## config.mk

```make
export PLATFORM = sky130hd
export DESIGN_NAME = max_pool2x2
export DESIGN_NICKNAME = d
export VERILOG_FILES = /design/src/rtl/pool_pkg.sv /design/src/rtl/pool_max2.sv /design/src/rtl/max_pool2x2.sv
export SDC_FILE = /design/constraint.sdc
export NUM_CORES = 1
export LEC_CHECK = 0
export CAP_MARGIN = 10
export CORE_ASPECT_RATIO = 0.8
export CORE_MARGIN = 8
export CORE_UTILIZATION = 40
export DETAILED_ROUTE_END_ITERATION = 16
export PLACE_DENSITY = 0.67
export REMOVE_ABC_BUFFERS = 1
export SYNTH_ARGS = -nofsm -noshare
export SYNTH_HDL_FRONTEND = slang
export SYNTH_HIERARCHICAL = 1
export SYNTH_SLANG_ARGS = --single-unit
```

## constraint.sdc

```tcl
create_clock -name clk -period 4.05 [get_ports clk]
set_input_delay 0.6075 -clock clk [delete_from_list [all_inputs] [get_ports clk]]
set_output_delay 0.6075 -clock clk [all_outputs]
set_load 0.02 [all_outputs]
```

## src/rtl/pool_pkg.sv

```systemverilog
// Shared types and default geometry for the 2x2 max-pooling stage.
package pool_pkg;

  localparam int unsigned NUM_KERNELS = 2;
  localparam int unsigned MAP_W       = 4;
  localparam int unsigned MAP_H       = 4;
  localparam int unsigned PIXEL_W     = 8;

  typedef logic [PIXEL_W-1:0] pixel_t;

  typedef enum logic [1:0] {
    IDLE,
    ACCUM,
    DONE
  } pool_state_e;

endpackage

```

## src/rtl/pool_max2.sv

```systemverilog
// Combinational unsigned two-input max. Build option POOL_RELU_EN clamps
// negative (bit7 set) inputs to zero before the compare.
module pool_max2
  import pool_pkg::*;
(
  input  pixel_t a,
  input  pixel_t b,
  output pixel_t max_c
);

  pixel_t a_c;
  pixel_t b_c;

`ifdef POOL_RELU_EN
  assign a_c = a[PIXEL_W-1] ? '0 : a;
  assign b_c = b[PIXEL_W-1] ? '0 : b;
`else
  assign a_c = a;
  assign b_c = b;
`endif

  assign max_c = (a_c >= b_c) ? a_c : b_c;

endmodule

```

## src/rtl/max_pool2x2.sv

```systemverilog
// Streaming 2x2 max-pool over raster-ordered conv results; publishes the
// whole pooled map per frame. Build option POOL_RELU_EN enables input ReLU.
module max_pool2x2 #(
  parameter int unsigned  NUM_KERNELS = pool_pkg::NUM_KERNELS,
  parameter int unsigned  MAP_W       = pool_pkg::MAP_W,
  parameter int unsigned  MAP_H       = pool_pkg::MAP_H,
  localparam int unsigned POOL_N      = (MAP_W / 2) * (MAP_H / 2)
) (
  input  logic                                clk,
  input  logic                                rst,
  input  logic                                start,
  input  logic                                conv_valid,
  input  logic [NUM_KERNELS-1:0][7:0]         conv_result,
  output logic                                busy,
  output logic                                pooled_valid,
  output logic [NUM_KERNELS-1:0][POOL_N-1:0][7:0] pooled_data,
  output logic                                drop
);

  import pool_pkg::*;

  localparam int unsigned HALF_W = MAP_W / 2;
  localparam int unsigned COL_W  = $clog2(MAP_W);
  localparam int unsigned ROW_W  = $clog2(MAP_H);
  localparam int unsigned HW_W   = (HALF_W > 1) ? $clog2(HALF_W) : 1;
  localparam int unsigned IDX_W  = (POOL_N > 1) ? $clog2(POOL_N) : 1;

  pool_state_e state_q, state_d;

  logic [COL_W-1:0] col_q;
  logic [ROW_W-1:0] row_q;

  pixel_t pair_q   [NUM_KERNELS];
  pixel_t line_q   [NUM_KERNELS][HALF_W];
  pixel_t shadow_q [NUM_KERNELS][POOL_N];

  logic [NUM_KERNELS-1:0][7:0] max_pair_c;
  logic [NUM_KERNELS-1:0][7:0] max_quad_c;

  logic             accept_c;
  logic             last_c;
  logic [HW_W-1:0]  half_c;
  logic [IDX_W-1:0] idx_c;

  // Element acceptance and pooled-cell addressing
  always_comb begin
    accept_c = (state_q == ACCUM) && conv_valid && !start;
    last_c   = accept_c && (col_q == COL_W'(MAP_W - 1)) && (row_q == ROW_W'(MAP_H - 1));
    half_c   = HW_W'(col_q >> 1);
    idx_c    = IDX_W'((32'(row_q) >> 1) * HALF_W + 32'(half_c));
  end

  // Horizontal pair max, then merge with the partial max from the row above
  for (genvar k = 0; k < NUM_KERNELS; k++) begin : g_kernel
    pool_max2 u_pair (
      .a     (pair_q[k]),
      .b     (conv_result[k]),
      .max_c (max_pair_c[k])
    );
    pool_max2 u_quad (
      .a     (line_q[k][half_c]),
      .b     (max_pair_c[k]),
      .max_c (max_quad_c[k])
    );
  end

  always_ff @(posedge clk or negedge rst) begin
    if (!rst) state_q <= IDLE;
    else      state_q <= state_d;
  end

  always_comb begin
    state_d = state_q;
    if (start) begin
      state_d = ACCUM;
    end else begin
      case (state_q)
        IDLE:    state_d = IDLE;
        ACCUM:   if (last_c) state_d = DONE;
        DONE:    state_d = IDLE;
        default: state_d = IDLE;
      endcase
    end
  end

  // Raster position counters
  always_ff @(posedge clk or negedge rst) begin
    if (!rst) begin
      col_q <= '0;
      row_q <= '0;
    end else if (start) begin
      col_q <= '0;
      row_q <= '0;
    end else if (accept_c) begin
      if (col_q == COL_W'(MAP_W - 1)) begin
        col_q <= '0;
        row_q <= (row_q == ROW_W'(MAP_H - 1)) ? '0 : row_q + ROW_W'(1);
      end else begin
        col_q <= col_q + COL_W'(1);
      end
    end
  end

  // Pair register, line buffer and shadow map
  always_ff @(posedge clk or negedge rst) begin
    if (!rst) begin
      for (int unsigned k = 0; k < NUM_KERNELS; k++) begin
        pair_q[k] <= '0;
        for (int unsigned h = 0; h < HALF_W; h++) line_q[k][h]   <= '0;
        for (int unsigned i = 0; i < POOL_N; i++) shadow_q[k][i] <= '0;
      end
    end else if (start) begin
      for (int unsigned k = 0; k < NUM_KERNELS; k++) begin
        pair_q[k] <= '0;
        for (int unsigned h = 0; h < HALF_W; h++) line_q[k][h] <= '0;
      end
    end else if (accept_c) begin
      for (int unsigned k = 0; k < NUM_KERNELS; k++) begin
        if (!col_q[0])      pair_q[k]          <= conv_result[k];
        else if (!row_q[0]) line_q[k][half_c]  <= max_pair_c[k];
        else                shadow_q[k][idx_c] <= max_quad_c[k];
      end
    end
  end

  // Registered outputs; the last cell bypasses the shadow so the map loads in one edge
  always_ff @(posedge clk or negedge rst) begin
    if (!rst) begin
      busy         <= 1'b0;
      pooled_valid <= 1'b0;
      drop         <= 1'b0;
      pooled_data  <= '0;
    end else begin
      busy         <= (state_d == ACCUM);
      pooled_valid <= (state_d == DONE);
      if (start)                                drop <= 1'b0;
      else if (conv_valid && state_q != ACCUM)  drop <= 1'b1;
      if (last_c) begin
        for (int unsigned k = 0; k < NUM_KERNELS; k++) begin
          for (int unsigned i = 0; i < POOL_N; i++) begin
            pooled_data[k][i] <= (i == POOL_N - 1) ? max_quad_c[k] : shadow_q[k][i];
          end
        end
      end
    end
  end

endmodule

```

Word level (Yosys, flattened, before mapping)
Index checks and enable logic that the tools add are counted.

storage, ports and cells
  input port bits = 20
  output and inout port bits = 67
  memory bits (writable) = 0
  memory bits (read-only) = 0
  latch bits = 0
  memories = 0
  word-level logic and storage cells = 106
  register bits after elaboration = 185

cells by class
  multiplexer cells = 40
  $lt $le $gt $ge = 8
  equal/unequal tests = 8
  reduce and logical (&&, ||, !) cells = 16
  add/sub/neg operators = 3
  bitwise logic cells = 3
  divide/modulo/power cells = 0
  $mul = 0
  shifts and indexed selects = 0

operator list
  operator                                                                       number
  8-bit two-way mux                                                              14
  16-bit two-way mux                                                             6
  32-bit bitwise mux                                                             2
  32-bit two-way mux                                                             2
  16-bit bitwise mux                                                             2
  8-bit greater-or-equal comparator                                              4
  2-bit two-way mux                                                              10
  8-bit demux with 2-bit select                                                  1
  8-bit demux with 1-bit select                                                  1
  2-bit nonzero test                                                             4
  1-bit logical AND                                                              7
  2-bit == test (second input constant)                                          3
  2-bit by 1-bit adder with 2-bit output (second input constant)                 2
  2-bit by 1-bit == test with 1-bit output (second input constant)               2
  2-bit inequality test (second input constant)                                  2
  2-bit AND reduction                                                            2
  4-bit AND reduction                                                            1
  3-bit greater-or-equal comparator (second input constant)                      1
  3-bit by 1-bit less-than comparator with 1-bit output (second input constant)  1
  2-bit NOT with 3-bit output                                                    1
  3-bit AND reduction                                                            1
  2-bit by 1-bit adder with 2-bit output                                         1
  2-bit greater-or-equal comparator (second input constant)                      1
  2-bit by 1-bit less-than comparator with 1-bit output (second input constant)  1
  5 further kinds                                                                6

Longest topological paths before layout
  depth in word-level cells = 10
  depth in mapped cells = 13
  gate-level depth less buffers = 13

Hierarchy
The synthesis kept the hierarchy.

by module, submodules not included
  module       seq. area each (um^2)  times used  cells each  area each (um^2)
  max_pool2x2  4229.1                 1           456         6874.1
  pool_max2    0.0                    4           34          301.5

Worst setup path before layout
No wires, ideal clock.

  path kind = input to register
  from = input conv_result[0] in the netlist's numbering
  to = register pooled_data[25] in the netlist's numbering
  required time = 3.923 ns
  setup slack = -0.149 ns
  buffers on the path = 0
  stages on the path = 11
  data arrival time = 4.071 ns
  setup time = 0.127 ns
  path through = ha_1 nand2b_4 a2111o_1 a211oi_4 mux2_2 ha_1 nand2b_4 a2111o_1 a211oi_4 mux2_2 mux2_1

RTL lines
  what                            line                source
  start: declaration              max_pool2x2.sv:13   input logic [NUM_KERNELS-1:0][7:0] conv_result,
  end signal: indexed assignment  max_pool2x2.sv:141  pooled_data[k][i] <= (i == POOL_N - 1) ? max_quad_c[k] : shadow_q[k][i];
  end: declaration                max_pool2x2.sv:16   output logic [NUM_KERNELS-1:0][POOL_N-1:0][7:0] pooled_data,

==> impl_metrics.csv <==
group,metric,value,unit
synth,synth.top_cell.area_share,0.523,
cells_and_area,finish.utilization,0.521,
power_and_ir_drop,seq_power_share,0.447,
die,die-area,25000,um^2
synth,synth_edf_count,0,
sta,maxSlewHeadroom,0.305,
worst_setup_path,critPathArrivalTime,4.25,ns
worst_hold_path,hold_path_class,"input port to async pin",
cells_and_area,final_nets,774,
synth,avgSynthCellArea,13.6,um^2
synth,synthDistinctLibCells,35,
global_route,grt_usage,0.146,
power_and_ir_drop,p_sw_frac,0.232,
sta,finalHoldViolCount,0,
synth,yosysWarnings,6,
sta,skew,0.00975,ns
cells_and_area,n_antenna_cell,0,
global_route,grt_pass1_wl,29400,um
synth,async_reset_ff_frac,1.00,
job,drv_cap,0,
power_and_ir_drop,power.density,376,nW/um^2
cells_and_area,design_area,10300,um^2
cts,cts_buffer_depth,2,
drt,wirelength,17500,um
worst_setup_path,endpoint_kind,"flop",
worst_setup_path,crit_type,"input port to flop",
drt,wire_per_inst,17.6,um
worst_setup_path,startpoint_type,"input port",
synth,synth_ff_type,"dfrtp_1",
drt,drtIter0Drc,216,
synth,yosysMostFrequentCell,"dfrtp_1",
placement,hpwl,12400,um
synth,synth.area.top_cells,"dfrtp_1, mux2_2, ha_1",
placement,portBuffers,86,
power_and_ir_drop,peakVddDrop,0.241,mV
synth,synth_area,8080,um^2
worst_setup_path,rrSetupSlack,0.12,ns
sta,setup_viol,0,
power_and_ir_drop,p_leak,5.19,nW
cells_and_area,fillers,1684,
cts,clkLatencyLatePin,0.42,ns
drt,vias_per_cell,5.01,
cts,clock_sinks,169,
sta,tightest_slew,1.04,ns
synth,netlist_instances,592,
die,initial_core_util,0.408,
cells_and_area,syn_to_final_growth,27.6,%
die,fp-row-count,46,
cts,cts_hold_buffers,0,
global_route,antenna_found_initial,0,
sta,period_needed,3.95,ns
drt,num_vias,4999,
power_and_ir_drop,pwr-share-clk,0.447,
power_and_ir_drop,p_int,2.98,mW
cells_and_area,layout-drive-gt1-share,0.332,
cts,clkTransAtPathRegs,0.06,ns
die,die_w,175,um
cts,cts-root-buf,"clkbuf_16",
die,die_height,143,um
status,status,"finished, final reports clean",
synth,synth-seq-area-share,0.523,
sta,clock.fmax,253,MHz
power_and_ir_drop,power.total,3.88,mW
synth,synth_largest_area_cell,"dfrtp_1",
global_route,grt_remaining_overflow,0,
cts,cts_tree,"done",
sta,post-route-period-util,0.976,
cts,numCtsBuffers,17,
global_route,grt_pass1_vias,5686,
drt,ant_nets,0,
drt,remaining_drc_errors,0,
synth,synth-seq-cells,169,
cells_and_area,multiInputGateArea,3690,um^2
cells_and_area,seq_area,4230,um^2
sta,finalMaxSlewViolations,0,
drt,dr.pass1.iters,5,
worst_setup_path,required,4.35,ns
die,io_pins,87,
global_route,grt_max_degree,90,
cts,h-tree-depth,4,
worst_setup_path,cp_max_fo,5,
placement,place_area,9470,um^2
power_and_ir_drop,combPwrFrac,0.106,
die,core_area,19800,um^2
synth,synthTopCellsByCount,"dfrtp_1, mux2_2, nand2b_1, inv_1",
placement,gp_congestion,0.795,
power_and_ir_drop,p_sw,0.899,mW
-- per-layer routing --
layer | wire length [um] | vias to the layer above | track usage
li1 | - | 2345 | -
met1 | 7740 | 2552 | 0.177
met2 | 8830 | 83 | 0.254
met3 | 718 | 19 | 0.0396
met4 | 222 | 0 | 0.0410
met5 | 0 | - | 0
-- what timing repair did --
| item | in CTS | in global routing |
|---|---|---|
| pin swaps | 8 | 11 |
| setup buffers | 5 | 0 |
| resized for setup | 32 | 18 |
| setup endpoints to repair | 64 | 64 |
-- registers in the layout, summed over array words and instances (netlist names) --
| signal | flops |
|---|---|
| drop | 1 |
| pooled_data | 64 |
| shadow_q | 48 |
| col_q | 2 |
| pooled_valid | 1 |
| line_q | 32 |
| busy | 1 |
| state_q | 2 |
| row_q | 2 |
| pair_q | 16 |
-- cell usage in the layout, fill, tap and decap left out, drive strengths merged, types with 2 or more instances in the layout --
cell	netlist	layout
dfrtp	169	169
mux2	160	160
clkdlybuf4s50	0	80
nand2b	54	54
buf	15	52
inv	37	41
mux2i	34	34
ha	34	34
clkbuf	13	19
a22o	16	16
o21ai	8	8
a211oi	8	8
nor2	7	7
a21oi	7	7
or3	4	4
bufinv	0	4
a2111o	4	4
nand4	4	4
dlygate4sd2	0	4
nand2	3	3
clkinvlp	0	3
nor3	3	3
o21bai	2	2
clkinv	0	2
and3	2	2
nand4b	2	2
-- worst paths after layout --
check,start,end,cells past startpoint
max reg2reg,pair_q[8],pooled_data[24],13
min,rst,pooled_valid,1
max,conv_result[5],pooled_data[24],14
min in group clk,pooled_data[52],pooled_data[52],1
max in group asynchronous,rst,shadow_q[58],2
min reg2reg,pooled_data[52],pooled_data[52],1
-- power by group through the flow --
stage          sequential, mW  clock, mW  combinational, mW
6_report                 1.73       1.73              0.409
5_1_grt                  1.74       1.86              0.450
4_1_cts                  1.73       1.77              0.401
3_5_place_dp             1.76          0              0.368
3_3_place_gp             1.76          0              0.352
2_1_floorplan            1.76          0              0.201
-- logic make-up after synthesis --
logic type                 share of synthesized area
muxes                                          0.265
DFF                                            0.523
and+or+nand+nor                               0.0722
buffers and inverters                         0.0378
AOI/OAI and AO/OA                             0.0489
adders and majority gates                     0.0526
-- critical path, cell delays in order --
cell	delay (ns)
clkdlybuf4s50_1	0.50
inv_1	0.08
ha_4	0.22
a211oi_2	0.21
nor2_1	0.10
a211oi_4	0.26
mux2_4	0.34
ha_1	0.27
nand2b_4	0.13
a2111o_1	0.44
a211oi_4	0.26
buf_6	0.17
mux2_4	0.33
mux2_1	0.30
-- through the flow --
stage	instances	setup TNS (ns)	hold WS (ns)	setup slack, ns
floorplan	564	-7.77	0.312	-0.152
global placement	960	-28.27	0.467	-0.479
detailed placement	960	-32.84	0.478	-0.556
CTS	997	0	0.277	0.00185
global route	997	-0.000194	0.301	-0.000194
finish	997	0	0.245	0.0992
-- layout make-up --
class | instances | area share
clock buffer | 19 | 0.0430
timing repair buffer | 137 | 0.125
sequential | 169 | 0.410
tap | 264 | 0.0320
inverter | 37 | 0.0135
multi-input combinational | 358 | 0.358
clock inverter | 13 | 0.0184
(Power assumes the default switching activity.)
